**src/rtl/bcd_sub_serial.sv**
```systemverilog
// Digit-serial packed-BCD subtractor (diff = a - b), one digit per clock, LSD first.
// Optional feature macro SIGN_MAG_EN: adds a ten's-complement pass so negative results come out as magnitude.
module bcd_sub_serial #(
  parameter int DIGITS = 4
) (
  input  logic                  clk,
  input  logic                  rst_n,
  input  logic                  start,
  input  logic [4*DIGITS-1:0]   a,
  input  logic [4*DIGITS-1:0]   b,
  output logic                  busy,
  output logic                  done,
  output logic [4*DIGITS-1:0]   diff,
  output logic                  borrow,
  output logic                  invalid
);

  localparam int W  = 4 * DIGITS;
  localparam int CW = (DIGITS > 1) ? $clog2(DIGITS) : 1;
  localparam logic [CW-1:0] LAST = CW'(DIGITS - 1);

  // Handshake: start is sampled only while busy=0; busy stays high from the
  // accepting edge through the single done cycle, and diff/borrow/invalid are
  // valid from the done cycle until the next done.
  typedef enum logic [1:0] {
    S_IDLE = 2'd0,
    S_SUB  = 2'd1,
`ifdef SIGN_MAG_EN
    S_NEG  = 2'd2,
`endif
    S_DONE = 2'd3
  } state_t;

  state_t          state, state_n;
  logic [W-1:0]    a_sr, b_sr, res_sr;
  logic [W-1:0]    diff_q;
  logic            borrow_q, invalid_q;
  logic            br;
  logic [CW-1:0]   cnt;
  logic            last;
  logic            opnd_bad;

  logic [4:0]      sub_t;
  logic [3:0]      sub_d;
  logic            sub_br;
  logic [W-1:0]    sub_res;

  function automatic logic has_bad_digit(input logic [W-1:0] v);
    has_bad_digit = 1'b0;
    for (int i = 0; i < DIGITS; i++) begin
      if (v[4*i +: 4] > 4'd9) has_bad_digit = 1'b1;
    end
  endfunction

  // New digit enters at the MSD end; everything else moves one digit toward LSD.
  function automatic logic [W-1:0] shift_in(input logic [3:0] d, input logic [W-1:0] r);
    logic [W+3:0] tmp;
    tmp      = {d, r};
    shift_in = tmp[W+3:4];
  endfunction

  function automatic logic [W-1:0] rot4(input logic [W-1:0] v);
    rot4 = (v >> 4) | (v << (W - 4));
  endfunction

  assign opnd_bad = has_bad_digit(a) | has_bad_digit(b);
  assign last     = (cnt == LAST);

  // One signed 5-bit digit step; a negative t is pulled back into 0..9 by +10.
  always_comb begin
    sub_t   = {1'b0, a_sr[3:0]} - {1'b0, b_sr[3:0]} - {4'd0, br};
    sub_br  = sub_t[4];
    sub_d   = sub_br ? (sub_t[3:0] + 4'd10) : sub_t[3:0];
    sub_res = shift_in(sub_d, res_sr);
  end

`ifdef SIGN_MAG_EN
  logic [4:0]      neg_t;
  logic [3:0]      neg_d;
  logic            neg_br;
  logic [W-1:0]    neg_res;

  always_comb begin
    neg_t   = 5'd0 - {1'b0, res_sr[3:0]} - {4'd0, br};
    neg_br  = neg_t[4];
    neg_d   = neg_br ? (neg_t[3:0] + 4'd10) : neg_t[3:0];
    neg_res = shift_in(neg_d, res_sr);
  end
`endif

  always_comb begin
    state_n = state;
    case (state)
      S_IDLE: if (start) state_n = opnd_bad ? S_DONE : S_SUB;
      S_SUB: begin
        if (last) begin
`ifdef SIGN_MAG_EN
          state_n = sub_br ? S_NEG : S_DONE;
`else
          state_n = S_DONE;
`endif
        end
      end
`ifdef SIGN_MAG_EN
      S_NEG:  if (last) state_n = S_DONE;
`endif
      S_DONE: state_n = S_IDLE;
      default: state_n = S_IDLE;
    endcase
  end

  always_ff @(posedge clk or negedge rst_n) begin
    if (!rst_n) state <= S_IDLE;
    else        state <= state_n;
  end

  always_ff @(posedge clk or negedge rst_n) begin
    if (!rst_n) begin
      a_sr      <= '0;
      b_sr      <= '0;
      res_sr    <= '0;
      br        <= 1'b0;
      cnt       <= '0;
      diff_q    <= '0;
      borrow_q  <= 1'b0;
      invalid_q <= 1'b0;
    end else begin
      case (state)
        S_IDLE: begin
          if (start) begin
            a_sr   <= a;
            b_sr   <= b;
            res_sr <= '0;
            br     <= 1'b0;
            cnt    <= '0;
            if (opnd_bad) begin
              diff_q    <= '0;
              borrow_q  <= 1'b0;
              invalid_q <= 1'b1;
            end
          end
        end
        S_SUB: begin
          a_sr   <= rot4(a_sr);
          b_sr   <= rot4(b_sr);
          res_sr <= sub_res;
          br     <= sub_br;
          cnt    <= last ? '0 : cnt + CW'(1);
          if (last) begin
`ifdef SIGN_MAG_EN
            if (sub_br) begin
              br <= 1'b0;  // negation pass starts with no borrow
            end else begin
              diff_q    <= sub_res;
              borrow_q  <= 1'b0;
              invalid_q <= 1'b0;
            end
`else
            diff_q    <= sub_res;
            borrow_q  <= sub_br;
            invalid_q <= 1'b0;
`endif
          end
        end
`ifdef SIGN_MAG_EN
        S_NEG: begin
          res_sr <= neg_res;
          br     <= neg_br;
          cnt    <= last ? '0 : cnt + CW'(1);
          if (last) begin
            diff_q    <= neg_res;
            borrow_q  <= 1'b1;  // only negative results reach this pass
            invalid_q <= 1'b0;
          end
        end
`endif
        default: ;
      endcase
    end
  end

  assign busy    = (state != S_IDLE);
  assign done    = (state == S_DONE);
  assign diff    = diff_q;
  assign borrow  = borrow_q;
  assign invalid = invalid_q;

endmodule

```
**config.mk**
```make
export PLATFORM = sky130hd
export DESIGN_NAME = bcd_sub_serial
export DESIGN_NICKNAME = d
export VERILOG_FILES = /design/src/rtl/bcd_sub_serial.sv
export SDC_FILE = /design/constraint.sdc
export NUM_CORES = 1
export LEC_CHECK = 0
export CAP_MARGIN = 30
export CORE_ASPECT_RATIO = 1.2
export CORE_MARGIN = 3
export CORE_UTILIZATION = 53
export CTS_CLUSTER_DIAMETER = 30
export DETAILED_ROUTE_END_ITERATION = 7
export HOLD_SLACK_MARGIN = 0.06
export PLACE_DENSITY_LB_ADDON = 0.1
export SLEW_MARGIN = 40
export SYNTH_ARGS = -nofsm -noshare
export SYNTH_HDL_FRONTEND = slang
export SYNTH_SLANG_ARGS = --single-unit
```
**constraint.sdc**
```tcl
create_clock -name clk -period 3.4 [get_ports clk]
set_clock_uncertainty 0.1 [all_clocks]
set_input_delay 0.85 -clock clk [delete_from_list [all_inputs] [get_ports clk]]
set_output_delay 0.85 -clock clk [all_outputs]
set_load 0.05 [all_outputs]
```
==> qor.yml <==
yosys:
  synth_common_cells: "dfrtp_1, o21ai_0, nand2_1, a22oi_1, nor2b_1"
  yosysUniqueCellTypes: 35
  synthesis.area_mm2: 0.003317
  yosysTopAreaCell: "dfrtp_1"
  synth.most_common_cell: "dfrtp_1"
  syn_nets: 384
  ys.flop_type: "dfrtp_1"
  synth_area_leaders: "dfrtp_1, o21ai_0, a22oi_1"
  synth_edf_count: 0
  synth_seq_cells: 67
  yosys_warnings: 0
  avgSynthCellArea_um2: 9.784
  synth_top_area_frac: 0.5055
  synth_seq_area_share: 0.5055
  async_flop_share: 1.000
  syn-instance-count: 339
power:
  swShare: 0.4424
  clkPwrFrac: 0.161
  ir_drop_mv: 0.5123
  p_comb_frac: 0.528
  switching_power_mw: 1.975
  p_leak_nw: 1.798
  intPower_mw: 2.489
  cellPowerDensity_mw_per_mm2: 1077
  pwr-share-seq: 0.311
setup_path:
  crit_chain: "buf_4, or2_1, clkdlybuf4s50_1"
  arrival_ps: 1880
  required_ps: 2450
  cpPeakStageDelay_ps: 720
  endpoint_kind: "output pin"
  cp_slowest_cell: "clkdlybuf4s50_1"
  critical-path-top-delay-family: "buffers and inverters"
  crit_type: "flop to output pin"
  cp-start-kind: "flop"
  cp_max_fo: 18
  critical_path_buf_inv_count: 2
sta:
  maxSlewHeadroom: 0.6071
  tightest_slew_ps: 589.0
  setup_viol: 0
  hold_viol_final: 0
  fin_crit_ps: 2827
  grt_setup_unrepaired: "no"
  fin_crit_sh: 0.8315
  slew_violations: 0
  fin_tns_setup_ps: 0
  fmax_ghz: 0.3537
placement:
  port_buffers: 54
  gp_congestion: 0.7875
  dp_hpwl_mm: 5.390
  dpl-instance-area_mm2: 0.003929
clock_network:
  cts_root_buf: "clkbuf_8"
  cts_resized: 0
  cts_buffers: 9
  hold_buffers: 0
  cts_setup_buffers: 0
  cts_max_level: 3
  clkSinkCount: 67
  clk_transition_reported_paths_ps: 70
  cts_tree: "yes"
  clk_latency_ps: 340
  clockBufferDepth: 2
grt:
  antenna_found_initial: 0
  grt_pass1_wl_mm: 13.04
  gr-total-overflow: 0
  grt_max_degree: 48
  grt_pass1_vias: 2744
  grt_use_total: 0.2290
route:
  vias: 2696
  routed_wl_mm: 7.590
  wl_per_cell_um: 16.01
  drt-pass1-iter-count: 4
  ant_nets: 0
  avgViaCountPerCell: 5.688
  drtIter0Drc: 151
  drc: 0
min_path:
  hold_path_class: "flop to flop"
floorplanning:
  rows: 30
  dieArea_mm2: 0.007247
  die_w_um: 78.22
  die-height_um: 92.66
  start_util: 0.5665
  core_area_mm2: 0.005856
  pin_count: 55
final_layout:
  area_delta_synth_final_pct: 24.97
  design_area_mm2: 0.004145
  drive_gt1_frac: 0.08629
  nets: 434
  diodes: 0
outcome:
  status: "finished clean"
job:
  max_cap_violations: 0
per-layer routing:
metal / vias to the layer above / track usage / part of all wire
li1: 1297 / - / -
met2: 85 / 0.3664 / 0.50
met4: 0 / 0.1297 / 0.023
met3: 13 / 0.03794 / 0.041
met5: - / 0 / 0
met1: 1301 / 0.2944 / 0.43
cell usage in the layout, fill, tap and decap left out, drive strengths merged, types with 9 or more instances in the layout:
cell,count
a21oi,29
a22oi,32
buf,12
clkbuf,9
clkdlybuf4s50,53
dfrtp,67
inv,10
nand2,44
nor2b,30
o21ai,53
stage by stage:
stage	worst slack (ps)	hold slack (ps)	total power [mW]	std cells	util
2_1_floorplan	903.1	345.7	3.174	339	-
3_3_place_gp	667.3	362.4	3.694	458	0.6703
3_5_place_dp	642.1	363.4	3.780	458	0.6709
4_1_cts	555.8	381.7	4.508	474	0.7079
5_1_grt	530.9	400.5	4.852	474	0.7079
6_report	572.9	380.6	4.463	474	0.7079
final timing paths:
| check | to | start | slack [ps] | cells past startpoint |
|---|---|---|---|---|
| setup / recovery | busy | state[0] | 570 | 3 |
| hold / removal | diff[14] | diff[14] | 380 | 2 |
| setup reg to reg | diff[14] | a_sr[0] | 770 | 7 |
| hold reg to reg | diff[14] | diff[14] | 380 | 2 |
| max in group asynchronous | a_sr[8] | rst_n | 2110 | 2 |
| min in group asynchronous | invalid | rst_n | 390 | 1 |
kinds of logic (layout without fill, tap and decap cells):
logic type,count (synthesis),after routing,share of synthesized area
AOI/OAI and AO/OA,134,134,0.2546
DFF,67,67,0.5055
muxes,2,2,0.006036
xor gates and xnor gates,5,5,0.01547
and+or+nand+nor,85,85,0.1264
buffers and inverters,36,91,0.04979
adders and majority gates,10,10,0.04225
state kept, by name, summed over array words and instances (netlist names):
| name | flops |
|---|---|
| borrow | 1 |
| diff | 16 |
| res_sr | 12 |
| cnt | 2 |
| invalid | 1 |
| state | 2 |
| b_sr | 16 |
| a_sr | 16 |
| br | 1 |
layout make-up:
class,instances,area (um^2)
fill,499,1710
timing repair buffer,65,630.6
multi-input combinational,236,1484
clock inverter,7,92.59
clock buffer,9,123.9
sequential,67,1677
tap,80,100.1
inverter,10,37.54
power by group through the flow:
stage / registers (mW) / clock network [mW] / logic (mW)
2_1_floorplan: 1.62 / 0 / 1.56
3_3_place_gp: 1.39 / 0 / 2.30
3_5_place_dp: 1.40 / 0 / 2.38
4_1_cts: 1.39 / 0.736 / 2.38
5_1_grt: 1.44 / 0.771 / 2.64
6_report: 1.39 / 0.720 / 2.35
tightest hold or removal path, stage by stage (launching register included):
cell and delay [ps]:
dfrtp_1 340, nand2_1 50, o31ai_1 50
Note: power is estimated with default switching activity, not from simulation.
